<file path="config.mk">
export PLATFORM = sky130hd
export DESIGN_NAME = layer_compositor
export DESIGN_NICKNAME = d
export VERILOG_FILES = /design/src/rtl/layer_compositor.sv
export SDC_FILE = /design/constraint.sdc
export NUM_CORES = 1
export LEC_CHECK = 0
export CAP_MARGIN = 20
export CORE_MARGIN = 2
export CORE_UTILIZATION = 39
export DETAILED_ROUTE_END_ITERATION = 8
export GPL_TIMING_DRIVEN = 0
export SLEW_MARGIN = 20
export SYNTH_ARGS = -nofsm -noshare
export SYNTH_HDL_FRONTEND = slang
export SYNTH_SLANG_ARGS = --single-unit
</file>
<file path="constraint.sdc">
create_clock -name i_clk -period 5 [get_ports i_clk]
set_clock_uncertainty 0.2 [all_clocks]
set_input_delay 0.5 -clock i_clk [delete_from_list [all_inputs] [get_ports i_clk]]
set_output_delay 0.5 -clock i_clk [all_outputs]
set_load 0.03 [all_outputs]
</file>
<file path="src/rtl/layer_compositor.sv">
// rtl/layer_compositor.sv - N-layer priority/alpha pixel compositor with 3-stage pipeline
//
// Purpose:
//   Places N_LAYERS sprite layers over a background colour. Per pixel the
//   highest-priority (lowest index) enabled layer that covers the pixel is
//   selected and either shown opaquely (mode 0) or alpha-blended over the
//   background (mode 1). Layer enables and mode are double-buffered: writes
//   land in shadow registers and are copied to the active set on the rising
//   edge of i_v_sync. Output is a fixed 3-cycle pipeline with aligned x/y/valid.
//
// Ports:
//   i_clk, i_rst                  pixel clock, asynchronous active-low reset
//   i_x, i_y, i_valid             pixel coordinates and qualifier
//   i_v_sync                      vertical sync, rising edge = frame boundary
//   i_bg_rgb                      background colour {r,g,b}
//   i_layer_rgb                   per-layer colours, layer k in slice k
//   i_layer_hit                   per-layer coverage of this pixel
//   i_layer_alpha                 per-layer alpha
//   i_cfg_wr, i_cfg_en, i_cfg_mode  shadow config write
//   o_x, o_y, o_valid             inputs delayed by 3 cycles
//   o_red, o_green, o_blue        composited colour (0 when o_valid=0)
//   o_done                        pulse on the last active pixel of a frame
//   o_frame_cnt                   number of frame boundaries seen
module layer_compositor #(
  parameter int N_LAYERS = 4,
  parameter int COLOR_W  = 8,
  parameter int ALPHA_W  = 4,
  parameter int COORD_W  = 16,
  parameter int H_ACTIVE = 640,
  parameter int V_ACTIVE = 480
) (
  input  logic                            i_clk,
  input  logic                            i_rst,
  input  logic [COORD_W-1:0]              i_x,
  input  logic [COORD_W-1:0]              i_y,
  input  logic                            i_valid,
  input  logic                            i_v_sync,
  input  logic [3*COLOR_W-1:0]            i_bg_rgb,
  input  logic [N_LAYERS*3*COLOR_W-1:0]   i_layer_rgb,
  input  logic [N_LAYERS-1:0]             i_layer_hit,
  input  logic [N_LAYERS*ALPHA_W-1:0]     i_layer_alpha,
  input  logic                            i_cfg_wr,
  input  logic [N_LAYERS-1:0]             i_cfg_en,
  input  logic                            i_cfg_mode,
  output logic [COORD_W-1:0]              o_x,
  output logic [COORD_W-1:0]              o_y,
  output logic                            o_valid,
  output logic [COLOR_W-1:0]              o_red,
  output logic [COLOR_W-1:0]              o_green,
  output logic [COLOR_W-1:0]              o_blue,
  output logic                            o_done,
  output logic [15:0]                     o_frame_cnt
);

  localparam int RGB_W  = 3 * COLOR_W;
  localparam int PROD_W = COLOR_W + ALPHA_W + 1;
  localparam int SEL_W  = (N_LAYERS > 1) ? $clog2(N_LAYERS) : 1;
  localparam logic [ALPHA_W-1:0] ALPHA_MAX = '1;
  localparam logic [ALPHA_W:0]   ALPHA_ONE = {1'b1, {ALPHA_W{1'b0}}};
  localparam logic [COORD_W-1:0] LAST_X    = COORD_W'(H_ACTIVE - 1);
  localparam logic [COORD_W-1:0] LAST_Y    = COORD_W'(V_ACTIVE - 1);

  // ---------------------------------------------------------------- config
  logic                r_vs_q;
  logic [N_LAYERS-1:0] r_sh_en;
  logic                r_sh_mode;
  logic [N_LAYERS-1:0] r_act_en;
  logic                r_act_mode;
  logic                w_rise;

  assign w_rise = i_v_sync & ~r_vs_q;

  // Active config copies the shadow value as it stood before this edge, so a
  // write coincident with a boundary only becomes active at the next boundary.
  always_ff @(posedge i_clk or negedge i_rst) begin
    if (!i_rst) begin
      r_vs_q      <= 1'b0;
      r_sh_en     <= '1;
      r_sh_mode   <= 1'b0;
      r_act_en    <= '1;
      r_act_mode  <= 1'b0;
      o_frame_cnt <= '0;
    end else begin
      r_vs_q <= i_v_sync;
      if (i_cfg_wr) begin
        r_sh_en   <= i_cfg_en;
        r_sh_mode <= i_cfg_mode;
      end
      if (w_rise) begin
        r_act_en    <= r_sh_en;
        r_act_mode  <= r_sh_mode;
        o_frame_cnt <= o_frame_cnt + 16'd1;
      end
    end
  end

  // --------------------------------------------------------------- stage 1
  logic [N_LAYERS-1:0] w_eff_hit;
  logic [SEL_W-1:0]    w_sel;

  assign w_eff_hit = i_layer_hit & r_act_en;

  // Scan from the lowest priority upward so the lowest hit index wins.
  always_comb begin
    w_sel = '0;
    for (int k = N_LAYERS - 1; k >= 0; k--) begin
      if (w_eff_hit[k]) w_sel = SEL_W'(k);
    end
  end

  logic                          r1_valid;
  logic [COORD_W-1:0]            r1_x;
  logic [COORD_W-1:0]            r1_y;
  logic [RGB_W-1:0]              r1_bg;
  logic [N_LAYERS*RGB_W-1:0]     r1_rgb;
  logic [N_LAYERS*ALPHA_W-1:0]   r1_alpha;
  logic [SEL_W-1:0]              r1_sel;
  logic                          r1_any;
  logic                          r1_mode;

  always_ff @(posedge i_clk or negedge i_rst) begin
    if (!i_rst) begin
      r1_valid <= 1'b0;
      r1_x     <= '0;
      r1_y     <= '0;
      r1_bg    <= '0;
      r1_rgb   <= '0;
      r1_alpha <= '0;
      r1_sel   <= '0;
      r1_any   <= 1'b0;
      r1_mode  <= 1'b0;
    end else begin
      r1_valid <= i_valid;
      r1_x     <= i_x;
      r1_y     <= i_y;
      r1_bg    <= i_bg_rgb;
      r1_rgb   <= i_layer_rgb;
      r1_alpha <= i_layer_alpha;
      r1_sel   <= w_sel;
      r1_any   <= |w_eff_hit;
      r1_mode  <= r_act_mode;
    end
  end

  // --------------------------------------------------------------- stage 2
  logic [RGB_W-1:0]   w_fg;
  logic [ALPHA_W-1:0] w_a;
  logic [ALPHA_W:0]   w_inv_a;
  logic               w_bypass;
  logic [RGB_W-1:0]   w_bypass_rgb;
  logic [3*PROD_W-1:0] w_pfg;
  logic [3*PROD_W-1:0] w_pbg;

  always_comb begin
    w_fg = '0;
    w_a  = '0;
    for (int k = 0; k < N_LAYERS; k++) begin
      if (r1_sel == SEL_W'(k)) begin
        w_fg = r1_rgb[k*RGB_W +: RGB_W];
        w_a  = r1_alpha[k*ALPHA_W +: ALPHA_W];
      end
    end
  end

  assign w_inv_a = ALPHA_ONE - {1'b0, w_a};

  // Cases with an exact answer skip the blend arithmetic; full alpha must be
  // exactly fg even though (fg*max + bg) >> ALPHA_W would not be.
  always_comb begin
    w_bypass     = 1'b1;
    w_bypass_rgb = w_fg;
    if (!r1_any) begin
      w_bypass_rgb = r1_bg;
    end else if (!r1_mode || w_a == ALPHA_MAX) begin
      w_bypass_rgb = w_fg;
    end else if (w_a == '0) begin
      w_bypass_rgb = r1_bg;
    end else begin
      w_bypass = 1'b0;
    end
  end

  always_comb begin
    w_pfg = '0;
    w_pbg = '0;
    for (int c = 0; c < 3; c++) begin
      w_pfg[c*PROD_W +: PROD_W] = PROD_W'(w_fg[c*COLOR_W +: COLOR_W]) * PROD_W'(w_a);
      w_pbg[c*PROD_W +: PROD_W] = PROD_W'(r1_bg[c*COLOR_W +: COLOR_W]) * PROD_W'(w_inv_a);
    end
  end

  logic                r2_valid;
  logic [COORD_W-1:0]  r2_x;
  logic [COORD_W-1:0]  r2_y;
  logic                r2_bypass;
  logic [RGB_W-1:0]    r2_bypass_rgb;
  logic [3*PROD_W-1:0] r2_pfg;
  logic [3*PROD_W-1:0] r2_pbg;

  always_ff @(posedge i_clk or negedge i_rst) begin
    if (!i_rst) begin
      r2_valid      <= 1'b0;
      r2_x          <= '0;
      r2_y          <= '0;
      r2_bypass     <= 1'b0;
      r2_bypass_rgb <= '0;
      r2_pfg        <= '0;
      r2_pbg        <= '0;
    end else begin
      r2_valid      <= r1_valid;
      r2_x          <= r1_x;
      r2_y          <= r1_y;
      r2_bypass     <= w_bypass;
      r2_bypass_rgb <= w_bypass_rgb;
      r2_pfg        <= w_pfg;
      r2_pbg        <= w_pbg;
    end
  end

  // --------------------------------------------------------------- stage 3
  logic [PROD_W-1:0] w_sum [3];
  logic [RGB_W-1:0]  w_blend;
  logic [RGB_W-1:0]  w_rgb3;

  // fg*a + bg*(2^A - a) never exceeds (2^C - 1) * 2^A, so PROD_W holds the sum.
  always_comb begin
    w_blend = '0;
    for (int c = 0; c < 3; c++) begin
      w_sum[c] = r2_pfg[c*PROD_W +: PROD_W] + r2_pbg[c*PROD_W +: PROD_W];
      w_blend[c*COLOR_W +: COLOR_W] = COLOR_W'(w_sum[c] >> ALPHA_W);
    end
  end

  assign w_rgb3 = r2_bypass ? r2_bypass_rgb : w_blend;

  always_ff @(posedge i_clk or negedge i_rst) begin
    if (!i_rst) begin
      o_valid <= 1'b0;
      o_x     <= '0;
      o_y     <= '0;
      o_red   <= '0;
      o_green <= '0;
      o_blue  <= '0;
      o_done  <= 1'b0;
    end else begin
      o_valid <= r2_valid;
      o_x     <= r2_x;
      o_y     <= r2_y;
      o_red   <= r2_valid ? w_rgb3[2*COLOR_W +: COLOR_W] : '0;
      o_green <= r2_valid ? w_rgb3[1*COLOR_W +: COLOR_W] : '0;
      o_blue  <= r2_valid ? w_rgb3[0*COLOR_W +: COLOR_W] : '0;
      o_done  <= r2_valid && (r2_x == LAST_X) && (r2_y == LAST_Y);
    end
  end

endmodule

</file>
==> flow_metrics.py, run 1 <==
metrics = {
    "synthesis": {
        "async_flop_share_pct": 100,
        "syn_area_um2": 19000,
        "syn_inst": 1525,
        "synth_edf_count": 0,
        "synth_flop_cell": "dfrtp_1",
        "synth_top_cell_area_share_pct": 50.0,
        "synth_nets": 1935,
        "avgSynthCellArea_um2": 12.5,
        "yosysSeqAreaShare_pct": 51.1,
        "yosys.area.top_type": "dfrtp_1",
        "yosys_warnings": 0,
        "yosysUniqueCellTypes": 64,
        "yosys-top-cells-area": "dfrtp_1 50%, ha_1 9.3%, fa_1 9.2%",
        "synth-seq-cells": 388,
    },
    "floorplanning": {
        "start_util_pct": 39.7,
        "core_area_um2": 47900,
        "io-pin-count": 256,
        "die_area_um2": 50500,
        "rows": 80,
        "die_w_um": 225,
        "die_h_um": 225,
    },
    "pwr": {
        "pwr-share-comb_pct": 51.7,
        "irDropWorstVdd_mv": 0.327,
        "switching_share_pct": 38.5,
        "pwr-share-clk_pct": 21.8,
        "p_leak_nw": 11.3,
        "seqPwrFrac_pct": 26.5,
        "intPower_w": 0.00943,
        "p_switching_w": 0.00591,
        "powerDensity_nw_per_um2": 619,
    },
    "final_layout": {
        "layout_commonest_cell": "dfrtp_1",
        "nFillCells": 4099,
        "postLayoutCellArea_um2": 24800,
        "final_util_pct": 51.6,
        "multiInputGateArea_um2": 9040,
        "nets": 2269,
        "layout.area.seq_um2": 9720,
        "n_antenna_cell": 0,
        "final_cell_mix": "380 x dfrtp_1, 254 x clkdlybuf4s50_1, 155 x nand2_1",
        "area_delta_synth_final_pct": 30.2,
        "layout-drive-gt1-share_pct": 13.7,
    },
    "route": {
        "drc": 0,
        "drt_iter0_markers": 568,
        "met2_wirelength_um": 22600,
        "via_per_inst": 5.00,
        "vias": 12500,
        "wl_per_cell_um": 19.1,
        "ant_nets": 0,
        "wl_met3_um": 3380,
        "totalWireLength_um": 48000,
        "drt_pass1_iterations": 5,
        "drt-met1-wl_um": 21000,
        "topRoutingLayerUsed": "met4",
    },
    "sta": {
        "grt_setup_unrepaired": "true",
        "hold_viol_final": 0,
        "max_freq_mhz": 199,
        "slew_violations": 0,
        "hold_ws_ns": 0.145,
        "setup_viol": 4,
        "setup_tns_ns": -0.0809,
        "min_period_over_period_pct": 101,
        "slew_headroom_pct": 44.3,
        "setup_slack_ns": -0.0367,
        "final.min_clock_period_ns": 5.04,
        "worstMarginPinSlew_ns": 0.836,
    },
    "setup_path": {
        "reg2reg_slack_ns": -0.04,
        "cp_data_arrival_time_ns": 5.29,
        "crit_path_start_kind": "flop",
        "regToRegStartpoint": "r1_sel[0]",
        "worstReg2RegEnd": "r2_pbg[37]",
        "crit_required_ns": 5.26,
        "reg2reg_depth": 21,
        "critical_path_class": "flop to flop",
        "endpoint_kind": "flop",
        "cp_max_fo": 7,
    },
    "global_route": {
        "antenna_found_initial": 0,
        "grt_max_degree": 102,
        "grt_pass1_vias": 13400,
        "track_usage_pct": 19.7,
        "grt.overflow.total": 0,
        "grt_pass1_wl_um": 76000,
    },
    "clock_tree": {
        "cts_buffers": 43,
        "cts_max_level": 2,
        "clkSinkCount": 388,
        "cts-root-buf": "clkbuf_16",
        "cts.path.max_buffers": 3,
        "cts_tree": "yes",
        "clk_latency_ns": 0.58,
        "clk_pin_slew_ns": 0.06,
    },
    "placement": {
        "gp_congestion": 0.862,
        "portBuffers": 255,
        "dpl-instance-area_um2": 22500,
        "dp_hpwl_um": 35800,
        "dp_slack_ns": -1.07,
    },
    "run_status": {
        "status": "finished, violations left",
        "violations": "negative setup slack",
    },
    "job": {
        "drv_cap": 0,
    },
    "min_path": {
        "worstHoldPathType": "primary input to async pin",
    },
}
worst max-delay path: stages (launching register included):
cell and delay [ns]:
dfrtp_1 0.37, buf_12 0.13, mux4_2 0.59, buf_8 0.17
inv_4 0.05, ha_4 0.16, nor3b_4 0.19, buf_6 0.17
clkbuf_16 0.17, buf_4 0.13, nand2_1 0.08, fa_1 0.50
inv_1 0.05, fa_1 0.47, inv_1 0.05, fa_1 0.48
inv_1 0.06, ha_4 0.28, nor3_1 0.05, or2_4 0.26
o31ai_4 0.20, xnor2_1 0.10
state kept, by name, summed over array words and instances, names as in the netlist, 16 cells and up:
register       count
r1_rgb            96
r2_pbg            36
r2_pfg            36
r1_bg             24
r2_bypass_rgb     24
o_frame_cnt       16
o_x               16
o_y               16
r1_alpha          16
r1_x              16
r1_y              16
r2_x              16
r2_y              16
Yosys cell counts, types with 4 or more instances:
cell type / instances
mux2_4: 20
clkbuf_1: 28
o31ai_1: 10
a21oi_1: 36
nor4_1: 6
dfrtp_1: 380
o21bai_1: 5
o41ai_1: 6
xor2_1: 24
nor3_1: 28
o21a_1: 10
nand2_1: 157
nor2_1: 40
ha_1: 141
mux4_2: 28
inv_1: 128
or2_2: 4
nor3b_1: 4
a21boi_0: 5
nor2b_1: 13
a32o_1: 6
fa_1: 87
nand3_1: 23
mux2_2: 15
buf_2: 4
and2_1: 118
o211ai_1: 7
nand4_1: 11
a21o_1: 13
xnor2_1: 52
nand2b_1: 12
or4_1: 5
o21ai_0: 34
or3_1: 8
dfstp_2: 8
cell type report:
cell class,count,share of cell area [%]
Timing Repair Buffer,289,11.8
Buffer,39,1.33
Clock inverter,23,1.32
Multi-Input combinational cell,970,36.5
Clock buffer,55,4.77
Tap cell,615,3.11
Inverter,128,1.95
Sequential cell,388,39.3
repair_timing:
item | CTS | global route
pin swaps | 33 | 15
hold endpoints to repair | 201 | 0
buffers inserted | 28 | 1
hold buffers | 1 | 0
endpoints found under the setup margin | 24 | 16
gates resized for setup | 68 | 34
power by group through the flow:
stage          clock network (W)  logic, W  registers [W]
6_report                 0.00334   0.00793        0.00407
5_1_grt                  0.00357   0.00886        0.00412
4_1_cts                  0.00344   0.00758        0.00406
3_5_place_dp                   0   0.00689        0.00411
3_3_place_gp                   0   0.00677        0.00413
2_1_floorplan                  0   0.00486        0.00422
how the worst max path moves through the flow:
stage,end,cells after the start,slack (ns),from
final,r2_pbg[37],21,-0.04,r1_sel[0]
after global routing,r2_pbg[37],21,-0.20,r1_sel[0]
after CTS,r2_pbg[23],19,-0.05,r1_sel[0]
after detailed placement,r2_pbg[37],19,-1.07,r1_sel[0]
after global placement,o_green[7],1,-13.02,i_rst
after floorplan,r2_pbg[23],18,-0.05,r1_sel[0]
per-layer routing:
metal / track usage (%) / vias to the layer above
met5: 0 / -
met4: 5.19 / 0
met3: 5.04 / 79
met2: 31.7 / 355
met1: 26.6 / 6317
li1: - / 5786
metrics by stage:
stage / instances / total power [W]
after floorplan: 1525 / 0.00908
after global placement: 2395 / 0.0109
after detailed placement: 2399 / 0.0110
after CTS: 2506 / 0.0151
after global routing: 2507 / 0.0165
final: 2507 / 0.0153
logic make-up after synthesis:
group                      share of synthesized area [%]
buffers and inverters                               3.55
DFF                                                 51.1
AOI/OAI and AO/OA                                   5.49
muxes                                               5.78
adders and majority gates                           18.4
xor gates and xnor gates                            3.50
and+or+nand+nor                                     12.1
Note: power is estimated with default switching activity, not from simulation.
==> run 2, diff against run 1 <==
--- a/config.mk
+++ b/config.mk
@@ -6,10 +6,14 @@
 export NUM_CORES = 1
 export LEC_CHECK = 0
 export CAP_MARGIN = 20
+export CELL_PAD_IN_SITES_DETAIL_PLACEMENT = 2
+export CELL_PAD_IN_SITES_GLOBAL_PLACEMENT = 2
 export CORE_MARGIN = 2
 export CORE_UTILIZATION = 39
 export DETAILED_ROUTE_END_ITERATION = 8
+export DONT_BUFFER_PORTS = 1
 export GPL_TIMING_DRIVEN = 0
+export PLACE_DENSITY_LB_ADDON = 0.1
 export SLEW_MARGIN = 20
 export SYNTH_ARGS = -nofsm -noshare
 export SYNTH_HDL_FRONTEND = slang
==> flow_metrics.py, run 2 (same netlist as run 1, synthesis figures left out) <==
metrics = {
    "run_status": {
        "status": "finished, violations left",
        "violations": "negative hold slack, max-slew violations, negative setup slack",
    },
    "setup_path": {
        "reg2reg_slack_ns": -0.14,
        "worstReg2RegEnd": "r2_pbg[10]",
        "cp_max_fo": 6,
        "cp_data_arrival_time_ns": 5.40,
        "critical_path_class": "flop to flop",
        "regToRegStartpoint": "r1_sel[0]",
        "crit_path_start_kind": "flop",
        "reg2reg_depth": 19,
        "crit_required_ns": 5.25,
        "endpoint_kind": "flop",
    },
    "sta": {
        "slew_violations": 181,
        "setup_tns_ns": -0.963,
        "setup_viol": 11,
        "setup_slack_ns": -0.144,
        "final.min_clock_period_ns": 5.14,
        "hold_viol_final": 380,
        "grt_setup_unrepaired": "true",
        "min_period_over_period_pct": 103,
        "slew_headroom_pct": -33.2,
        "worstMarginPinSlew_ns": 2.00,
        "max_freq_mhz": 194,
        "hold_ws_ns": -0.577,
    },
    "job": {
        "drv_cap": 0,
    },
    "clock_tree": {
        "cts_max_level": 2,
        "clk_latency_ns": 0.60,
        "clkSinkCount": 388,
        "cts_tree": "yes",
        "clk_pin_slew_ns": 0.07,
        "cts.path.max_buffers": 3,
        "ctsHoldBuffers": 186,
        "cts-root-buf": "clkbuf_16",
        "cts_buffers": 43,
    },
    "final_layout": {
        "largest_reg_flops": 96,
        "top_regs": "r1_rgb x96, r2_pbg x36, r2_pfg x36",
        "final_util_pct": 50.3,
        "final_cell_mix": "380 x dfrtp_1, 186 x dlygate4sd3_1, 154 x nand2_1",
        "layout_commonest_cell": "dfrtp_1",
        "multiInputGateArea_um2": 9080,
        "area_delta_synth_final_pct": 26.9,
        "nets": 2206,
        "layout-drive-gt1-share_pct": 15.4,
        "layout.area.seq_um2": 9720,
        "nFillCells": 4457,
        "regMostFlops": "r1_rgb",
    },
    "pwr": {
        "intPower_w": 0.00932,
        "irDropWorstVdd_mv": 0.355,
        "powerDensity_nw_per_um2": 658,
        "p_switching_w": 0.00655,
        "switching_share_pct": 41.3,
        "seqPwrFrac_pct": 27.6,
        "pwr-share-clk_pct": 21.7,
        "pwr-share-comb_pct": 50.7,
        "p_leak_nw": 11.1,
    },
    "route": {
        "ant_nets": 0,
        "totalWireLength_um": 68000,
        "drc": 0,
        "via_per_inst": 5.32,
        "wl_per_cell_um": 27.8,
        "drt_pass1_iterations": 5,
        "drt_iter0_markers": 710,
        "vias": 13000,
    },
    "global_route": {
        "antenna_found_initial": 2,
        "grt_pass1_wl_um": 103000,
        "grt_pass1_vias": 15400,
        "grt_max_degree": 389,
        "grt.overflow.total": 0,
        "track_usage_pct": 27.5,
    },
    "placement": {
        "dp_slack_ns": -1.36,
        "gp_congestion": 0.784,
        "portBuffers": 0,
        "dp_hpwl_um": 39500,
    },
    "floorplanning": {
        "die_h_um": 225,
        "die_area_um2": 50500,
        "io-pin-count": 256,
        "die_w_um": 225,
        "core_area_um2": 47900,
        "start_util_pct": 39.7,
        "rows": 80,
    },
    "min_path": {
        "worstHoldPathType": "primary input to async pin",
    },
}
-- run 2: changes by cell type in the layout (fill, tap and decap cells not counted), sizes merged, moves of 3 or more --
| cell | delta |
|---|---|
| buf | +3 |
| inv | -6 |
| dlygate4sd3 | +185 |
| clkbuf | +10 |
| clkdlybuf4s50 | -254 |
| diode | +3 |
-- run 2: worst max path at each step --
| stage | cells past startpoint | to | startpoint | slack, ns |
|---|---|---|---|---|
| final | 19 | r2_pbg[10] | r1_sel[0] | -0.14 |
| after global routing | 20 | r2_pbg[11] | r1_sel[0] | -0.30 |
| after CTS | 19 | r2_pbg[23] | r1_sel[0] | -0.13 |
| after detailed placement | 19 | r2_pbg[37] | r1_sel[0] | -1.36 |
| after global placement | 19 | r2_pbg[37] | r1_sel[0] | -1.27 |
| after floorplan | 18 | r2_pbg[23] | r1_sel[0] | -0.05 |
-- run 2: metrics by stage --
| stage | power (W) | area, um^2 | std cells |
|---|---|---|---|
| finish | 0.0159 | 24100 | 2446 |
| global route | 0.0170 | 24100 | 2444 |
| CTS | 0.0153 | 23900 | 2436 |
| detailed placement | 0.0109 | 19900 | 2140 |
| global placement | 0.0107 | 19900 | 2140 |
| floorplan | 0.00908 | 19100 | 1525 |
-- run 2: what timing repair did --
action,in CTS,in global routing
buffers inserted,34,7
pin swaps,41,26
resized for setup,88,39
hold endpoints to repair,566,388
cloned,1,0
endpoints found under the setup margin,26,22
-- run 2: per-layer routing --
layer  GRT usage, %  wire length (um)
met1           35.1             29100
met2           47.8             34000
met3           5.25              3070
met4           7.61              1770
met5              0                 0
-- run 2: power groups by stage --
stage,Clock [W],Sequential (W),Combinational (W)
after global routing,0.00362,0.00443,0.00891
final,0.00344,0.00439,0.00805
after global placement,0,0.00440,0.00628
after CTS,0.00343,0.00436,0.00746
after floorplan,0,0.00422,0.00486
after detailed placement,0,0.00441,0.00650
-- run 2: worst max-delay path, cell delays in order (launching register included) --
cell and delay, ns:
dfrtp_1 0.38, buf_12 0.15, mux4_2 0.62, clkbuf_16 0.21, clkinv_4 0.04, ha_4 0.15, nor3b_4 0.22, buf_12 0.16
clkbuf_16 0.16, nand2_1 0.08, fa_1 0.51, fa_1 0.43, fa_1 0.53, inv_2 0.05, ha_4 0.23, a21o_1 0.17
a21oi_2 0.16, o21ai_2 0.10, o41ai_2 0.34, xnor2_1 0.12
-- run 2: final cells by class --
| type | count | share of cell area [%] |
|---|---|---|
| plain buffers | 38 | 1.43 |
| multi-input cells | 970 | 37.6 |
| flip-flops and latches | 388 | 40.3 |
| diodes | 3 | 0.0311 |
| clock buffers | 61 | 5.07 |
| well taps | 615 | 3.19 |
| inverters | 128 | 2.01 |
| clock inverters | 16 | 1.19 |
| repair buffers | 227 | 9.17 |
